### src/rtl/ffstdp_sweep_ctrl_pkg.sv
// Shared definitions for the FF-STDP training sweep controller.
// This file holds the FSM state encoding, the fixed write-back latency and
// the synapse address mapping used by the read and write sides.
package ffstdp_sweep_ctrl_pkg;

    // Sweep controller states
    localparam logic [1:0] ST_IDLE  = 2'd0;
    localparam logic [1:0] ST_RUN   = 2'd1;
    localparam logic [1:0] ST_DRAIN = 2'd2;
    localparam logic [1:0] ST_FIN   = 2'd3;

    // Read-issue to write-back distance: one SRAM read cycle plus one datapath register
    localparam int PIPE_LAT = 2;

    // Row-major synapse address: each presynaptic row holds n_post consecutive weights
    function automatic int compose_addr(input int pre, input int post, input int n_post);
        return pre * n_post + post;
    endfunction

endpackage

### src/rtl/ffstdp_wb_pipe.sv
// Write-back delay line for the weight sweep.
// Every issued read travels DEPTH stages as a {valid, addr} pair and emerges as
// the matching write. Bubbles (stall cycles) travel through as non-writes.
module ffstdp_wb_pipe
    import ffstdp_sweep_ctrl_pkg::*;
#(
    parameter int ADDR_WIDTH = 12,
    parameter int DEPTH      = PIPE_LAT
) (
    input  logic                  clk,
    input  logic                  rst_n,
    input  logic                  in_valid,
    input  logic [ADDR_WIDTH-1:0] in_addr,
    output logic                  out_valid,
    output logic [ADDR_WIDTH-1:0] out_addr,
    output logic                  pending
);

    logic [DEPTH-1:0]      valid_sr;
    logic [ADDR_WIDTH-1:0] addr_sr [DEPTH];

    // Shift the valid bits and addresses one stage every cycle; reset drops in-flight writes
    always_ff @(posedge clk or negedge rst_n) begin
        if (!rst_n) begin
            valid_sr <= '0;
            for (int i = 0; i < DEPTH; i++) begin
                addr_sr[i] <= '0;
            end
        end else begin
            valid_sr <= {valid_sr[DEPTH-2:0], in_valid};
            addr_sr[0] <= in_addr;
            for (int i = 1; i < DEPTH; i++) begin
                addr_sr[i] <= addr_sr[i-1];
            end
        end
    end

    assign out_valid = valid_sr[DEPTH-1];
    assign out_addr  = addr_sr[DEPTH-1];
    // Any live entry short of the last stage means more writes follow the current cycle
    assign pending   = |valid_sr[DEPTH-2:0];

endmodule

### src/rtl/ffstdp_sweep_ctrl.sv
// Training-phase scheduler for the FF-STDP weight update.
// On an accepted START it walks every synapse (pre outer, post inner), issuing
// one weight read per granted cycle; each weight is written back PIPE_LAT
// cycles after its read. The read port is yielded whenever SRAM_GNT is low.
module ffstdp_sweep_ctrl
    import ffstdp_sweep_ctrl_pkg::*;
#(
    parameter int N_PRE          = 256,
    parameter int N_POST         = 16,
    parameter int ADDR_WIDTH     = 12,
    parameter int PRE_IDX_WIDTH  = 8,
    parameter int POST_IDX_WIDTH = 4
) (
    input  logic                      CLK,
    input  logic                      RSTN,
    input  logic                      START,
    input  logic                      IS_POS_IN,
    input  logic                      IS_TRAIN_IN,
    input  logic                      SRAM_GNT,
    output logic                      SRAM_RE,
    output logic [ADDR_WIDTH-1:0]     SRAM_RADDR,
    output logic [PRE_IDX_WIDTH-1:0]  PRE_IDX,
    output logic [POST_IDX_WIDTH-1:0] POST_IDX,
    output logic                      SRAM_WE,
    output logic [ADDR_WIDTH-1:0]     SRAM_WADDR,
    output logic                      CTRL_TREF_EVENT,
    output logic                      IS_POS,
    output logic                      IS_TRAIN,
    output logic                      BUSY,
    output logic                      DONE
);

    logic [1:0]                state;
    logic [1:0]                state_next;
    logic [PRE_IDX_WIDTH-1:0]  pre_idx;
    logic [POST_IDX_WIDTH-1:0] post_idx;
    logic                      is_pos_q;
    logic                      is_train_q;
    logic                      start_ok;
    logic                      read_fire;
    logic                      last_pre;
    logic                      last_post;
    logic                      last_read;
    logic                      pipe_pending;
    logic                      wb_valid;
    logic [ADDR_WIDTH-1:0]     wb_addr;

    assign start_ok  = (state == ST_IDLE) && START;
    assign read_fire = (state == ST_RUN) && SRAM_GNT;
    assign last_pre  = (pre_idx == PRE_IDX_WIDTH'(N_PRE - 1));
    assign last_post = (post_idx == POST_IDX_WIDTH'(N_POST - 1));
    assign last_read = read_fire && last_pre && last_post;

    // Next-state logic; a non-training START passes through an empty DRAIN so DONE lands two cycles later
    always_comb begin
        state_next = state;
        case (state)
            ST_IDLE: begin
                if (START) begin
                    state_next = IS_TRAIN_IN ? ST_RUN : ST_DRAIN;
                end
            end
            ST_RUN: begin
                if (last_read) begin
                    state_next = ST_DRAIN;
                end
            end
            ST_DRAIN: begin
                // No new reads here, so the pipe is empty after this edge once only the last stage is live
                if (!pipe_pending) begin
                    state_next = ST_FIN;
                end
            end
            default: begin
                state_next = ST_IDLE;
            end
        endcase
    end

    // State register
    always_ff @(posedge CLK or negedge RSTN) begin
        if (!RSTN) begin
            state <= ST_IDLE;
        end else begin
            state <= state_next;
        end
    end

    // Synapse walk: post advances on every granted read and carries into pre on wrap
    always_ff @(posedge CLK or negedge RSTN) begin
        if (!RSTN) begin
            pre_idx  <= '0;
            post_idx <= '0;
        end else if (start_ok) begin
            pre_idx  <= '0;
            post_idx <= '0;
        end else if (read_fire) begin
            if (last_post) begin
                post_idx <= '0;
                pre_idx  <= last_pre ? '0 : pre_idx + 1'b1;
            end else begin
                post_idx <= post_idx + 1'b1;
            end
        end
    end

    // Sample label and training enable are frozen at START and held until the next accepted START
    always_ff @(posedge CLK or negedge RSTN) begin
        if (!RSTN) begin
            is_pos_q   <= 1'b0;
            is_train_q <= 1'b0;
        end else if (start_ok) begin
            is_pos_q   <= IS_POS_IN;
            is_train_q <= IS_TRAIN_IN;
        end
    end

    ffstdp_wb_pipe #(
        .ADDR_WIDTH (ADDR_WIDTH),
        .DEPTH      (PIPE_LAT)
    ) u_wb_pipe (
        .clk       (CLK),
        .rst_n     (RSTN),
        .in_valid  (read_fire),
        .in_addr   (SRAM_RADDR),
        .out_valid (wb_valid),
        .out_addr  (wb_addr),
        .pending   (pipe_pending)
    );

    assign SRAM_RE         = read_fire;
    assign SRAM_RADDR      = ADDR_WIDTH'(compose_addr(32'(pre_idx), 32'(post_idx), N_POST));
    assign PRE_IDX         = pre_idx;
    assign POST_IDX        = post_idx;
    assign SRAM_WE         = wb_valid;
    assign SRAM_WADDR      = wb_addr;
    assign CTRL_TREF_EVENT = wb_valid;
    assign IS_POS          = is_pos_q;
    assign IS_TRAIN        = is_train_q;
    assign BUSY            = (state == ST_RUN) || (state == ST_DRAIN);
    assign DONE            = (state == ST_FIN);

endmodule
### config.mk
export PLATFORM = sky130hd
export DESIGN_NAME = ffstdp_sweep_ctrl
export DESIGN_NICKNAME = d
export VERILOG_FILES = /design/src/rtl/ffstdp_sweep_ctrl_pkg.sv /design/src/rtl/ffstdp_wb_pipe.sv /design/src/rtl/ffstdp_sweep_ctrl.sv
export SDC_FILE = /design/constraint.sdc
export NUM_CORES = 1
export LEC_CHECK = 0
export BUFFER_PORTS_ARGS = -buffer_cell sky130_fd_sc_hd__clkbuf_2
export CORE_ASPECT_RATIO = 0.5
export CORE_MARGIN = 8
export CORE_UTILIZATION = 40
export DETAILED_ROUTE_END_ITERATION = 7
export GPL_ROUTABILITY_DRIVEN = 0
export GPL_TIMING_DRIVEN = 1
export SLEW_MARGIN = 15
export SYNTH_ARGS = -nofsm -noshare
export SYNTH_HDL_FRONTEND = slang
export SYNTH_HIERARCHICAL = 1
export SYNTH_SLANG_ARGS = --single-unit
### constraint.sdc
create_clock -name CLK -period 4.3 [get_ports CLK]
set_input_delay 0 -clock CLK [delete_from_list [all_inputs] [get_ports CLK]]
set_output_delay 0 -clock CLK [all_outputs]
set_load 0.01 [all_outputs]
==> reports/qor.yml <==
place:
  dp.cells: 223
  port_buffers: 48
  postPlaceCellArea_mm2: 0.001857
  dp_slack_ns: 2.380
  dpl.hpwl_mm: 2.386
clocking:
  cts_tree: "done"
  cts.root.buffer_cell: "clkbuf_8"
  cts_sinks: 42
  clkLatencyLatePin_ns: 0.29
  h-tree-depth: 2
  clock_path_buffers: 2
  cts_made_buffers: 5
  clk_pin_slew_ns: 0.08
  post_cts_buffers: 0
detailed_routing:
  post-route-drc-count: 0
  antenna_left: 0
  drt-pass1-iter-count: 4
  wire_per_inst_um: 13.98
  dr_total_vias: 1085
  drt_wl_total_mm: 3.271
  drtIter0Drc: 24
  viasPerCell: 4.637
grt:
  grt-ovfl-total: 0
  grt_pass1_vias: 1086
  grt_max_degree: 43
  antenna_found_initial: 0
  track_usage_pct: 10.33
  grt_pass1_wl_mm: 5.506
finish:
  layout-drive-gt1-share_pct: 37.29
  final_nets: 189
  layoutNonFillerInstCount: 234
  design_area_mm2: 0.002027
  antenna_cells: 0
  layout-area-overhead-vs-synth_pct: 16.63
  fin_util_pct: 47.18
  fill_cells: 395
yosys:
  yosysMostFrequentCell: "dfrtp_1"
  async_flop_share_pct: 100.0
  synth.area.top_cells: "dfrtp_1 60%, buf_4 11%, ha_1 4.3%"
  synth_top_area_share_pct: 60.48
  ys_seq_area_share_pct: 60.48
  synth_flop_cell: "dfrtp_1"
  netlist_instances: 144
  synthDistinctLibCells: 31
  synth_area_mm2: 0.001738
  synth_nets: 156
  ys_ff_latch: 42
  yosys_warnings: 6
  synth_edf_count: 0
  ys_top_cells_by_count: "42 x dfrtp_1, 25 x buf_4, 9 x a21oi_1, 9 x nor2_1, 8 x nand2_1"
  yosys.area.top_type: "dfrtp_1"
  syn_area_per_cell_um2: 12.07
sta:
  finalCriticalPeriod_ns: 1.919
  rsz0062_at_grt: "no"
  whs_ns: 0.1300
  worst_slew_pin_slew_ns: 0.5594
  post-route-period-util_pct: 44.63
  setup-tns-final_ns: 0
  slew_headroom_pct: 62.71
  hold_viol: 0
  setup_viol: 0
  drv_slew: 0
  setup_ws_ns: 2.381
  fmax_mhz: 521.1
  skew_ns: 0.007202
critical_path:
  cpPeakStageDelay_ns: 0.43
  cp-end-kind: "flop"
  crit_top_cell: "a21oi_1"
  cp-start-kind: "flop"
  critPathKind: "reg2reg"
  critical_path.max_fanout: 12
  worst-path-buf-inv: 1
  critPathTopFamily: "simple AND/OR/NAND/NOR gates"
  crit_slowest_cell: "dfrtp_1"
  arrival_ns: 2.14
  critPathRequiredTime_ns: 4.52
  path_cells: "inv_1 > ha_1 > and2_1 > a21oi_1 > or3_1 > a21oi_1"
hold_path:
  hold_path.class: "in2reg"
run:
  drv_cap: 0
floorplan:
  die_h_um: 62.61
  initial_core_util_pct: 40.45
  rows: 17
  die_area_mm2: 0.006838
  placeableCoreArea_mm2: 0.004297
  die_width_um: 109.2
  pin_count: 49
power_and_ir_drop:
  powerDensity_mw_per_mm2: 525.5
  total_power_mw: 1.065
  leakage_nw: 1.090
  vdd_drop_max_v: 0.0002788
status:
  status: "completed"
final cells by class:
cell class / count / area [um2] / share of cell area (%)
clock buffers: 6 / 82.58 / 4.074
flip-flops and latches: 42 / 1051 / 51.85
clock inverters: 1 / 30.03 / 1.481
repair buffers: 52 / 297.8 / 14.69
well taps: 57 / 71.32 / 3.519
inverters: 6 / 22.52 / 1.111
multi-input cells: 70 / 471.7 / 23.27
registers in the layout, indices dropped and copies added, names as in the netlist:
signal / cells
IS_TRAIN: 1
u_wb_pipe/valid_sr: 2
IS_POS: 1
POST_IDX: 4
state: 2
u_wb_pipe/addr_sr: 12
u_wb_pipe/out_addr: 12
PRE_IDX: 8
cell families (layout without fill, tap and decap cells):
kind of cell	after synthesis	after routing	share of synthesized area, %
fa+ha+maj	6	6	4.320
simple gates	37	37	11.52
compound gates	18	18	6.120
buf+inv	32	65	12.38
xor+xnor	6	6	3.024
flops	42	42	60.48
mux	3	3	2.159
tightest hold or removal path, stage by stage:
cell      delay [ns]
clkbuf_2        0.08
nand2_2         0.13
nand2_1         0.10
a21oi_1         0.06
power breakdown:
group          switching, mW  internal, mW
clock network          0.125         0.186
registers             0.0395         0.445
logic                  0.154         0.117
total                  0.318         0.747
routing by layer:
layer | global-route usage [%] | routed length (um) | vias to the layer above
met1 | 12.42 | 1400 | 534
li1 | - | - | 524
met5 | 0 | 0 | -
met2 | 15.79 | 1612 | 23
met4 | 5.008 | 48 | 0
met3 | 4.012 | 210 | 4
cell usage in the layout (no fill, tap or decap):
cell type      instances
and2_1                 1
bufinv_16              1
a22oi_1                1
o21ai_2                1
a21oi_1                9
buf_16                 1
mux2_2                 2
xor2_1                 3
dlygate4sd3_1          3
nand2_2                1
nand4_1                1
clkbuf_8               6
or2_2                  1
nand2_1                8
o2bb2ai_1              1
clkbuf_2              48
ha_1                   6
inv_2                  1
nand3_2                1
and3_1                 2
nor4_1                 1
or3_1                  3
mux2_4                 1
nor2_1                 9
o221ai_1               1
xnor2_1                3
dfrtp_1               42
and3_2                 1
a21o_1                 1
o21ai_0                4
nor3_1                 2
nand3_1                5
nor4_4                 1
inv_1                  5
worst paths after layout:
path / end / cells past startpoint / slack [ns] / from
worst max-delay path: PRE_IDX[5] / 6 / 2.38 / state[1]
min in group asynchronous: u_wb_pipe/addr_sr[13] / 2 / 0.23 / RSTN
worst max register to register: PRE_IDX[5] / 6 / 2.38 / state[1]
max in group asynchronous: u_wb_pipe/addr_sr[23] / 3 / 3.58 / RSTN
worst min-delay path: POST_IDX[1] / 4 / 0.13 / SRAM_GNT
worst min register to register: u_wb_pipe/out_addr[2] / 0 / 0.35 / u_wb_pipe/addr_sr[14]
what timing repair did:
action,in CTS,in global routing
hold buffers,3,0
gates resized for setup,0,0
hold endpoints to repair,44,0
Power figures use the tool's default switching activity.
